--- src/rtl/multiword_adder_sequencer_if.sv ---
// Operand/result handshake plus the per-chunk link to the 2-bit ripple adder.
// The slave modport faces the sequencer; the master side is the client and adder.
interface multiword_adder_sequencer_if #(
  parameter int WIDTH = 8
);
  logic             input_start;
  logic [WIDTH-1:0] input_A;
  logic [WIDTH-1:0] input_B;
  logic             input_Cin;
  logic             output_busy;
  logic             output_done;
  logic [WIDTH-1:0] output_S;
  logic             output_Cout;
  logic             output_A1;
  logic             output_B1;
  logic             output_A0;
  logic             output_B0;
  logic             output_C0;
  logic             input_S0;
  logic             input_S1;
  logic             input_C2;

  modport slave (
    input  input_start, input_A, input_B, input_Cin,
    input  input_S0, input_S1, input_C2,
    output output_busy, output_done, output_S, output_Cout,
    output output_A1, output_B1, output_A0, output_B0, output_C0
  );

  modport master (
    output input_start, input_A, input_B, input_Cin,
    output input_S0, input_S1, input_C2,
    input  output_busy, output_done, output_S, output_Cout,
    input  output_A1, output_B1, output_A0, output_B0, output_C0
  );
endinterface

--- src/rtl/multiword_adder_sequencer.sv ---
// Adds two WIDTH-bit operands through an external 2-bit adder, one chunk per
// clock LSB first, carrying between chunks in a flop and reassembling the sum.
module multiword_adder_sequencer #(
  parameter int WIDTH = 8
) (
  input  logic                        clk,
  input  logic                        reset_n,
  multiword_adder_sequencer_if.slave  sif
);
  localparam int N  = WIDTH / 2;
  localparam int IW = (N > 1) ? $clog2(N) : 1;

  typedef enum logic [1:0] {IDLE, RUN, DONE} state_t;

  state_t                state;
  logic [N-1:0][1:0]     a_reg, b_reg, partial, sum_next;
  logic                  carry_reg;
  logic [IW-1:0]         idx;
  logic                  busy_q, done_q, cout_q;
  logic [WIDTH-1:0]      s_q;
  logic                  run;

  assign run = (state == RUN);

  // Adder drive is gated so the adder sees all zeros outside RUN.
  assign sif.output_A1 = run & a_reg[idx][1];
  assign sif.output_A0 = run & a_reg[idx][0];
  assign sif.output_B1 = run & b_reg[idx][1];
  assign sif.output_B0 = run & b_reg[idx][0];
  assign sif.output_C0 = run & carry_reg;

  assign sif.output_busy = busy_q;
  assign sif.output_done = done_q;
  assign sif.output_S    = s_q;
  assign sif.output_Cout = cout_q;

  // Partial sum with the chunk currently leaving the adder merged in, so the
  // final edge can publish the complete result without an extra cycle.
  always_comb begin
    sum_next      = partial;
    sum_next[idx] = {sif.input_S1, sif.input_S0};
  end

  always_ff @(posedge clk or negedge reset_n) begin
    if (!reset_n) begin
      state     <= IDLE;
      a_reg     <= '0;
      b_reg     <= '0;
      partial   <= '0;
      carry_reg <= 1'b0;
      idx       <= '0;
      busy_q    <= 1'b0;
      done_q    <= 1'b0;
      s_q       <= '0;
      cout_q    <= 1'b0;
    end else begin
      done_q <= 1'b0;
      case (state)
        IDLE, DONE: begin
          if (sif.input_start) begin
            a_reg     <= sif.input_A;
            b_reg     <= sif.input_B;
            carry_reg <= sif.input_Cin;
            idx       <= '0;
            partial   <= '0;
            busy_q    <= 1'b1;
            state     <= RUN;
          end else begin
            state <= IDLE;
          end
        end
        RUN: begin
          partial   <= sum_next;
          carry_reg <= sif.input_C2;
          idx       <= idx + 1'b1;
          if (idx == IW'(N - 1)) begin
            s_q    <= sum_next;
            cout_q <= sif.input_C2;
            busy_q <= 1'b0;
            done_q <= 1'b1;
            state  <= DONE;
          end
        end
        default: state <= IDLE;
      endcase
    end
  end
endmodule

--- src/flat_wrapper.sv ---
// flat-port wrapper written by rule: the top's interface ports become plain ports
module multiword_adder_sequencer_flat 
#(
  parameter int WIDTH = 8
)
  (clk, reset_n, sif_input_start, sif_input_A, sif_input_B, sif_input_Cin, sif_input_S0, sif_input_S1, sif_input_C2, sif_output_busy, sif_output_done, sif_output_S, sif_output_Cout, sif_output_A1, sif_output_B1, sif_output_A0, sif_output_B0, sif_output_C0);
  multiword_adder_sequencer_if #(.WIDTH(WIDTH)) sif_i ();
  input  logic clk;
  input  logic reset_n;
  input wire logic [$bits(sif_i.input_start)-1:0] sif_input_start;
  input wire logic [$bits(sif_i.input_A)-1:0] sif_input_A;
  input wire logic [$bits(sif_i.input_B)-1:0] sif_input_B;
  input wire logic [$bits(sif_i.input_Cin)-1:0] sif_input_Cin;
  input wire logic [$bits(sif_i.input_S0)-1:0] sif_input_S0;
  input wire logic [$bits(sif_i.input_S1)-1:0] sif_input_S1;
  input wire logic [$bits(sif_i.input_C2)-1:0] sif_input_C2;
  output wire logic [$bits(sif_i.output_busy)-1:0] sif_output_busy;
  output wire logic [$bits(sif_i.output_done)-1:0] sif_output_done;
  output wire logic [$bits(sif_i.output_S)-1:0] sif_output_S;
  output wire logic [$bits(sif_i.output_Cout)-1:0] sif_output_Cout;
  output wire logic [$bits(sif_i.output_A1)-1:0] sif_output_A1;
  output wire logic [$bits(sif_i.output_B1)-1:0] sif_output_B1;
  output wire logic [$bits(sif_i.output_A0)-1:0] sif_output_A0;
  output wire logic [$bits(sif_i.output_B0)-1:0] sif_output_B0;
  output wire logic [$bits(sif_i.output_C0)-1:0] sif_output_C0;
  assign sif_i.input_start = sif_input_start;
  assign sif_i.input_A = sif_input_A;
  assign sif_i.input_B = sif_input_B;
  assign sif_i.input_Cin = sif_input_Cin;
  assign sif_i.input_S0 = sif_input_S0;
  assign sif_i.input_S1 = sif_input_S1;
  assign sif_i.input_C2 = sif_input_C2;
  assign sif_output_busy = sif_i.output_busy;
  assign sif_output_done = sif_i.output_done;
  assign sif_output_S = sif_i.output_S;
  assign sif_output_Cout = sif_i.output_Cout;
  assign sif_output_A1 = sif_i.output_A1;
  assign sif_output_B1 = sif_i.output_B1;
  assign sif_output_A0 = sif_i.output_A0;
  assign sif_output_B0 = sif_i.output_B0;
  assign sif_output_C0 = sif_i.output_C0;
  multiword_adder_sequencer #(.WIDTH(WIDTH)) u_core (.clk(clk), .reset_n(reset_n), .sif(sif_i));
endmodule
--- config.mk ---
export PLATFORM = sky130hd
export DESIGN_NAME = multiword_adder_sequencer_flat
export DESIGN_NICKNAME = d
export VERILOG_FILES = /design/src/rtl/multiword_adder_sequencer_if.sv /design/src/rtl/multiword_adder_sequencer.sv /design/src/flat_wrapper.sv
export SDC_FILE = /design/constraint.sdc
export NUM_CORES = 1
export LEC_CHECK = 0
export CAP_MARGIN = 15
export CORE_ASPECT_RATIO = 0.6
export CORE_UTILIZATION = 49
export DETAILED_ROUTE_END_ITERATION = 12
export PLACE_DENSITY = 0.83
export SLEW_MARGIN = 0
export SYNTH_ARGS = -nofsm -noshare
export SYNTH_HDL_FRONTEND = slang
export SYNTH_SLANG_ARGS = --single-unit
export TNS_END_PERCENT = 100
--- constraint.sdc ---
create_clock -name clk -period 1.8 [get_ports clk]
set_input_delay 0.36 -clock clk [delete_from_list [all_inputs] [get_ports clk]]
set_output_delay 0.36 -clock clk [all_outputs]
set_load 0.02 [all_outputs]
==> results.md, run 1 <==
* DR vias/cell at 5.25
* I/O pin count at 39
* Launch point of the worst reg-to-reg path: u_core.idx[0]$_DFFE_PN0P_
* R2R setup slack at 0.23 ns
* Max Clock Freq at 0.563 GHz
* Place WS at -0.188 ns
* Vias in the first global route at 1451
* Worst min path class: in2async
* Routability Congestion at 0.808
* Yosys reg bits at 39
* Root buf cell: clkbuf_8
* Final layout net count at 248
* Drt initial violations at just over 80
* Post-Place Cell Area at 0.00223 mm2
* Yosys warnings at 0
* TritonRoute pass-1 iters at 4
* Run status: finished, final reports clean
* Worst VDD drop at roughly 910 uV
* Reg2Reg Depth at 6
* Die Y at 48.4 um
* Final hold slack at 0.102 ns
* Final instance area at 0.00233 mm2
* First-pass GRT wire length at 6870 um
* Gr busiest metal: met2
* GR Util met3 at 0.0811
* Seq/Total Area, Yosys at 0.554
* Crit. End Element: output pin
* Largest area contributor in the netlist: dfrtp_1
* Synth top area share at 0.554
* Hold Buf Count CTS at 0
* Max-slew violation count at 0
* Critical path startpoint category: register
* Wirelength per Cell at 15.1 um
* Fin. Hold Viols at 0
* Initial core utilization at 0.527
* Leakage at approximately 1.2 nW
* IO Port Bufs at 38
* Mapped Area at between 0.0015 and 0.002 mm2
* Fraction of layout cells with a size suffix above 1 at 0.140
* Met2 Use GR at 0.392
* Fillers at between 200 and 300
* # diodes at 0
* Slew Limit Headroom at 0.676
* Via count of the routed design at about 1400
* Synth cell types at 26
* Wirelength, routed at 4030 um
* Clk sinks at 39
* Synth Area per Inst at 10.2 um2
* Htree depth at 2
* Power per Cell Area at 1850 mW/mm2
* GRT Residual Overflow at 0
* Syn Nets at 201
* Tmin final at 1.78 ns
* CTS clk-pin slew, worst paths at roughly 0.070 ns
* Number of setup buffers added after CTS at 0
* Area of the die at 0.00384 mm2
* Chip width at roughly 80 um
* ANT nets after route at 0
* MaxCap Viol Count at 0
* RSZ-0062 raised after global routing: yes
* Crit-path max FO at 4
* CP required at 1.44 ns
* CTS tree: done
* Area Overhead vs Synth at 32.6%
* Measured slew at the worst slew-check pin at 0.485 ns
* Mapped Cells at 173
* Arr. time, crit path at 1.42 ns
* Clock latency at the later pin of the worst-skew pair at about 0.30 ns
* CTS Buffer Depth at 2
* Power Total at 0.00433 W
* Initial antenna violation count at 0
* R2r endpoint: u_core.sif.output_S[3]$_DFFE_PN0P_
* Residual DRC count at 0
* # rows at 16
* Area contributors post-synth: dfrtp_1, nand2_1, mux2i_1, ha_1, a32o_1
* Core Area at 0.00334 mm2
* DP Wirelength at about 3000 um
* Global routing met1 resource utilization at 0.303
* Final setup margin at 0.0228 ns
* Final Cycle Share at 0.987
* Final Setup Violations at 0
* Num CTS Buffers at 5
* Gr usage total at 0.244
* Fin Clk Skew at 0.00847 ns
* Critical setup path kind: reg2out
* Pin count of the biggest net entering global routing at 40
## cell families (layout without fill, tap and decap cells)
group | Yosys count | in the layout | synth area share
AND/OR/NAND/NOR | 72 | 72 | 0.172
flip-flops | 39 | 39 | 0.554
AO/OA/AOI/OAI | 24 | 24 | 0.0945
multiplexers | 18 | 18 | 0.103
buffers and inverters | 15 | 63 | 0.0405
adder cells (fa/ha/maj) | 5 | 5 | 0.0355
## synth_stat cells
cell type  count
nand2_1       60
dfrtp_1       39
mux2i_1       17
o21ai_0       10
a32o_1         6
buf_2          6
ha_1           5
inv_1          5
o22ai_1        4
buf_4          2
clkbuf_1       2
nand2b_1       2
nand3_1        2
a21oi_1        1
a221o_1        1
a22o_1         1
a22oi_1        1
and2_1         1
and2b_4        1
and3_1         1
mux2_2         1
nand2_2        1
nand3b_1       1
nor2_1         1
nor2b_1        1
nor2b_2        1
## per-layer routing
| metal | share of wire | wire (um) |
|---|---|---|
| met2 | 0.48 | 1950 |
| met5 | 0 | 0 |
| met1 | 0.46 | 1850 |
| met3 | 0.034 | 137 |
| met4 | 0.023 | 91 |
## worst max path at each step
stage	from	endpoint	slack, ns	cells past startpoint
floorplan	u_core.state[1]$_DFFE_PN0P_	sif_output_B1	0.24	4
global placement	u_core.state[1]$_DFFE_PN0P_	sif_output_A1	-0.08	4
detailed placement	u_core.state[1]$_DFFE_PN0P_	sif_output_B0	-0.19	4
CTS	u_core.state[1]$_DFFE_PN0P_	sif_output_B0	0.01	4
global route	u_core.state[1]$_DFFE_PN0P_	sif_output_B0	-0.02	4
finish	u_core.state[1]$_DFFE_PN0P_	sif_output_B0	0.02	4
## layout by cell type, fill, tap and decap left out
master / count
a21oi_1: 1
a221o_1: 1
a22o_1: 1
a22oi_1: 1
a32o_1: 6
and2_1: 1
and2b_4: 1
and3_1: 1
buf_2: 2
buf_4: 16
bufinv_16: 1
clkbuf_8: 6
clkdlybuf4s50_1: 32
clkinv_2: 1
dfrtp_1: 39
ha_1: 5
inv_1: 5
mux2_2: 1
mux2i_1: 17
nand2_1: 59
nand2_2: 2
nand2b_1: 2
nand3_1: 2
nand3b_1: 1
nor2_1: 1
nor2b_1: 1
nor2b_2: 1
o21ai_0: 10
o22ai_1: 4
## worst max-delay path, cell delays in order, from the launching register on
cell and delay [ns]:
dfrtp_1 0.40, and2b_4 0.28, nand2_2 0.09, o22ai_1 0.17, buf_4 0.17
## area by class of cell
cell class                      instances  area (um2)  share of cell area
Sequential cell                        39         976               0.418
Multi-Input combinational cell        119         716               0.307
Timing Repair Buffer                   50         450               0.193
Clock buffer                            6        82.6              0.0354
Tap cell                               45        56.3              0.0241
Clock inverter                          2        35.0              0.0150
Inverter                                5        18.8             0.00804
## power breakdown
| group | total, W | internal (W) | switching, W |
|---|---|---|---|
| combinational | 0.00208 | 0.000961 | 0.00112 |
| clock | 0.000754 | 0.000448 | 0.000305 |
| sequential | 0.00149 | 0.00127 | 0.000223 |
## timing repair
| item | in CTS | in global routing |
|---|---|---|
| resized for setup | 24 | 1 |
| gates cloned | 0 | 0 |
| hold endpoints to repair | 0 | 0 |
| setup endpoints to repair | 5 | 4 |
| pin swaps | 1 | 0 |
## stage by stage
stage / cells / TNS [ns] / utilization
2_1_floorplan: 173 / 0 / -
3_3_place_gp: 258 / -0.245 / 0.667
3_5_place_dp: 258 / -0.581 / 0.667
4_1_cts: 266 / 0 / 0.698
5_1_grt: 266 / -0.0351 / 0.698
6_report: 266 / 0 / 0.698
No activity file was read; power rests on OpenSTA's default activity.
==> inputs of run 2 (changes only) <==
--- a/config.mk
+++ b/config.mk
@@ -7,8 +7,10 @@
 export LEC_CHECK = 0
 export CAP_MARGIN = 15
 export CORE_ASPECT_RATIO = 0.6
+export CORE_MARGIN = 2
 export CORE_UTILIZATION = 49
 export DETAILED_ROUTE_END_ITERATION = 12
+export HOLD_SLACK_MARGIN = 0.1
 export PLACE_DENSITY = 0.83
 export SLEW_MARGIN = 0
 export SYNTH_ARGS = -nofsm -noshare
==> results.md, run 2 (synthesis results as in run 1) <==
* Run status: finished, final reports clean
* Core Area at 0.00334 mm2
* Met2 Use GR at 0.307
* Initial antenna violation count at 0
* Final setup margin at approximately 0.072 ns
* Fin Clk Skew at between 0.0015 and 0.002 ns
* CTS Buffer Depth at 2
* Setup TNS at 0 ns
* # rows at 16
* Measured slew at the worst slew-check pin at 0.831 ns
* Initial core utilization at 0.527
* Final Setup Violations at 0
* Wirelength, routed at 3700 um
* Clock latency at the later pin of the worst-skew pair at 0.29 ns
* Tmin final at about 1.7 ns
* # diodes at 0
* Commonest non-fill, non-tap cell in the layout: nand2_1
* ANT nets after route at 0
* Gr busiest metal: met2
* Critical setup path kind: reg2out
* Post-CTS sizing at 20
* Crit. End Element: output pin
* Pin count of the biggest net entering global routing at 40
* Area of the die at 0.00410 mm2
* Power per Cell Area at 1800 mW/mm2
* Fillers at 252
* GRT Residual Overflow at 0
* Most frequent cells in the layout: nand2_1, dfrtp_1, clkdlybuf4s50_1
* Wirelength per Cell at 14.0 um
* Place WS at -0.110 ns
* CTS tree: done
* Clk sinks at 39
* CP required at 1.44 ns
* Max Clock Freq at slightly below 0.6 GHz
* Vias in the first global route at 1345
* Final layout net count at 247
* Worst VDD drop at 938 uV
* Arr. time, crit path at 1.37 ns
* CTS clk-pin slew, worst paths at 0.07 ns
* Number of setup buffers added after CTS at 0
* DR vias/cell at about 5.2
* DP Wirelength at 2740 um
* GR Util met3 at 0.0504
* First-pass GRT wire length at between 6000 and 7000 um
* Via count of the routed design at 1371
* Gr usage total at 0.207
* Htree depth at 2
* Hold Buf Count CTS at 0
* Residual DRC count at 0
* MaxCap Viol Count at 0
* Slew Limit Headroom at 0.446
* Die Y at 50.4 um
* I/O pin count at 39
* Critical path startpoint category: register
* Routability Congestion at 0.820
* Fin. Hold Viols at 0
* Max-slew violation count at 0
* IO Port Bufs at 38
* Root buf cell: clkbuf_8
* Num CTS Buffers at 5
* Chip width at 81.4 um
* Worst min path class: in2async
* Final Cycle Share at 0.960
* Global routing met1 resource utilization at 0.286
* TritonRoute pass-1 iters at 4
* Multi-input logic area at around 720 um2
* Drt initial violations at between 50 and 60
* RSZ-0062 raised after global routing: no
* Leakage at 1.15 nW
* Fraction of layout cells with a size suffix above 1 at 0.132
* Sequential cell area at 976 um2
* Area Overhead vs Synth at 31.1%
* Crit-path max FO at 4
run 2: cell types whose count changed in the layout (fill, tap and decap cells not counted), sizes merged:
cell	previous run	this run
clkinv	1	0
buf	18	17
bufinv	1	0
clkbuf	6	8
run 2: metrics by stage:
stage / hold slack [ns] / util / power, W / instances / area [um2]
after floorplan: 0.0644 / - / 0.00276 / 173 / 1760
after global placement: 0.458 / 0.665 / 0.00346 / 257 / 2220
after detailed placement: 0.465 / 0.665 / 0.00357 / 257 / 2220
after CTS: 0.203 / 0.687 / 0.00414 / 265 / 2300
after global routing: 0.248 / 0.690 / 0.00445 / 265 / 2310
final: 0.166 / 0.690 / 0.00416 / 265 / 2310
run 2: critical path: stages (launching register included):
cell and delay, ns:
dfrtp_1 0.39, and2b_4 0.27, nand2_2 0.08, o22ai_1 0.18
buf_4 0.17
run 2: final cells by class:
type,count,area share
sequential,39,0.423
timing repair buffer,49,0.191
clock buffer,8,0.0434
multi-input combinational,119,0.310
inverter,5,0.00813
tap,45,0.0244
run 2: where the power goes:
group / internal [W] / total, W / switching (W)
sequential: 0.00127 / 0.00148 / 0.000205
combinational: 0.000948 / 0.00205 / 0.00110
clock: 0.000350 / 0.000639 / 0.000290
run 2: worst paths after layout:
check / startpoint / endpoint / slack [ns] / depth (start not counted)
worst max-delay path: u_core.state[1]$_DFFE_PN0P_ / sif_output_A1 / 0.07 / 4
worst min-delay path: reset_n / u_core.partial[0]$_DFFE_PN0P_ / 0.17 / 1
worst max register to register: u_core.idx[0]$_DFFE_PN0P_ / u_core.sif.output_S[1]$_DFFE_PN0P_ / 0.22 / 7
worst min register to register: u_core.sif.output_S[6]$_DFFE_PN0P_ / u_core.sif.output_S[6]$_DFFE_PN0P_ / 0.48 / 2
max in group asynchronous: reset_n / u_core.partial[1]$_DFFE_PN0P_ / 1.11 / 1
min in group clk: u_core.sif.output_S[6]$_DFFE_PN0P_ / u_core.sif.output_S[6]$_DFFE_PN0P_ / 0.48 / 2
run 2: metal layers:
| metal | routed length, um | vias up | part of all wire |
|---|---|---|---|
| met5 | 0 | - | 0 |
| met4 | 49 | 0 | 0.013 |
| met3 | 205 | 7 | 0.055 |
| met2 | 1700 | 48 | 0.46 |
| met1 | 1750 | 649 | 0.47 |
| li1 | - | 667 | - |
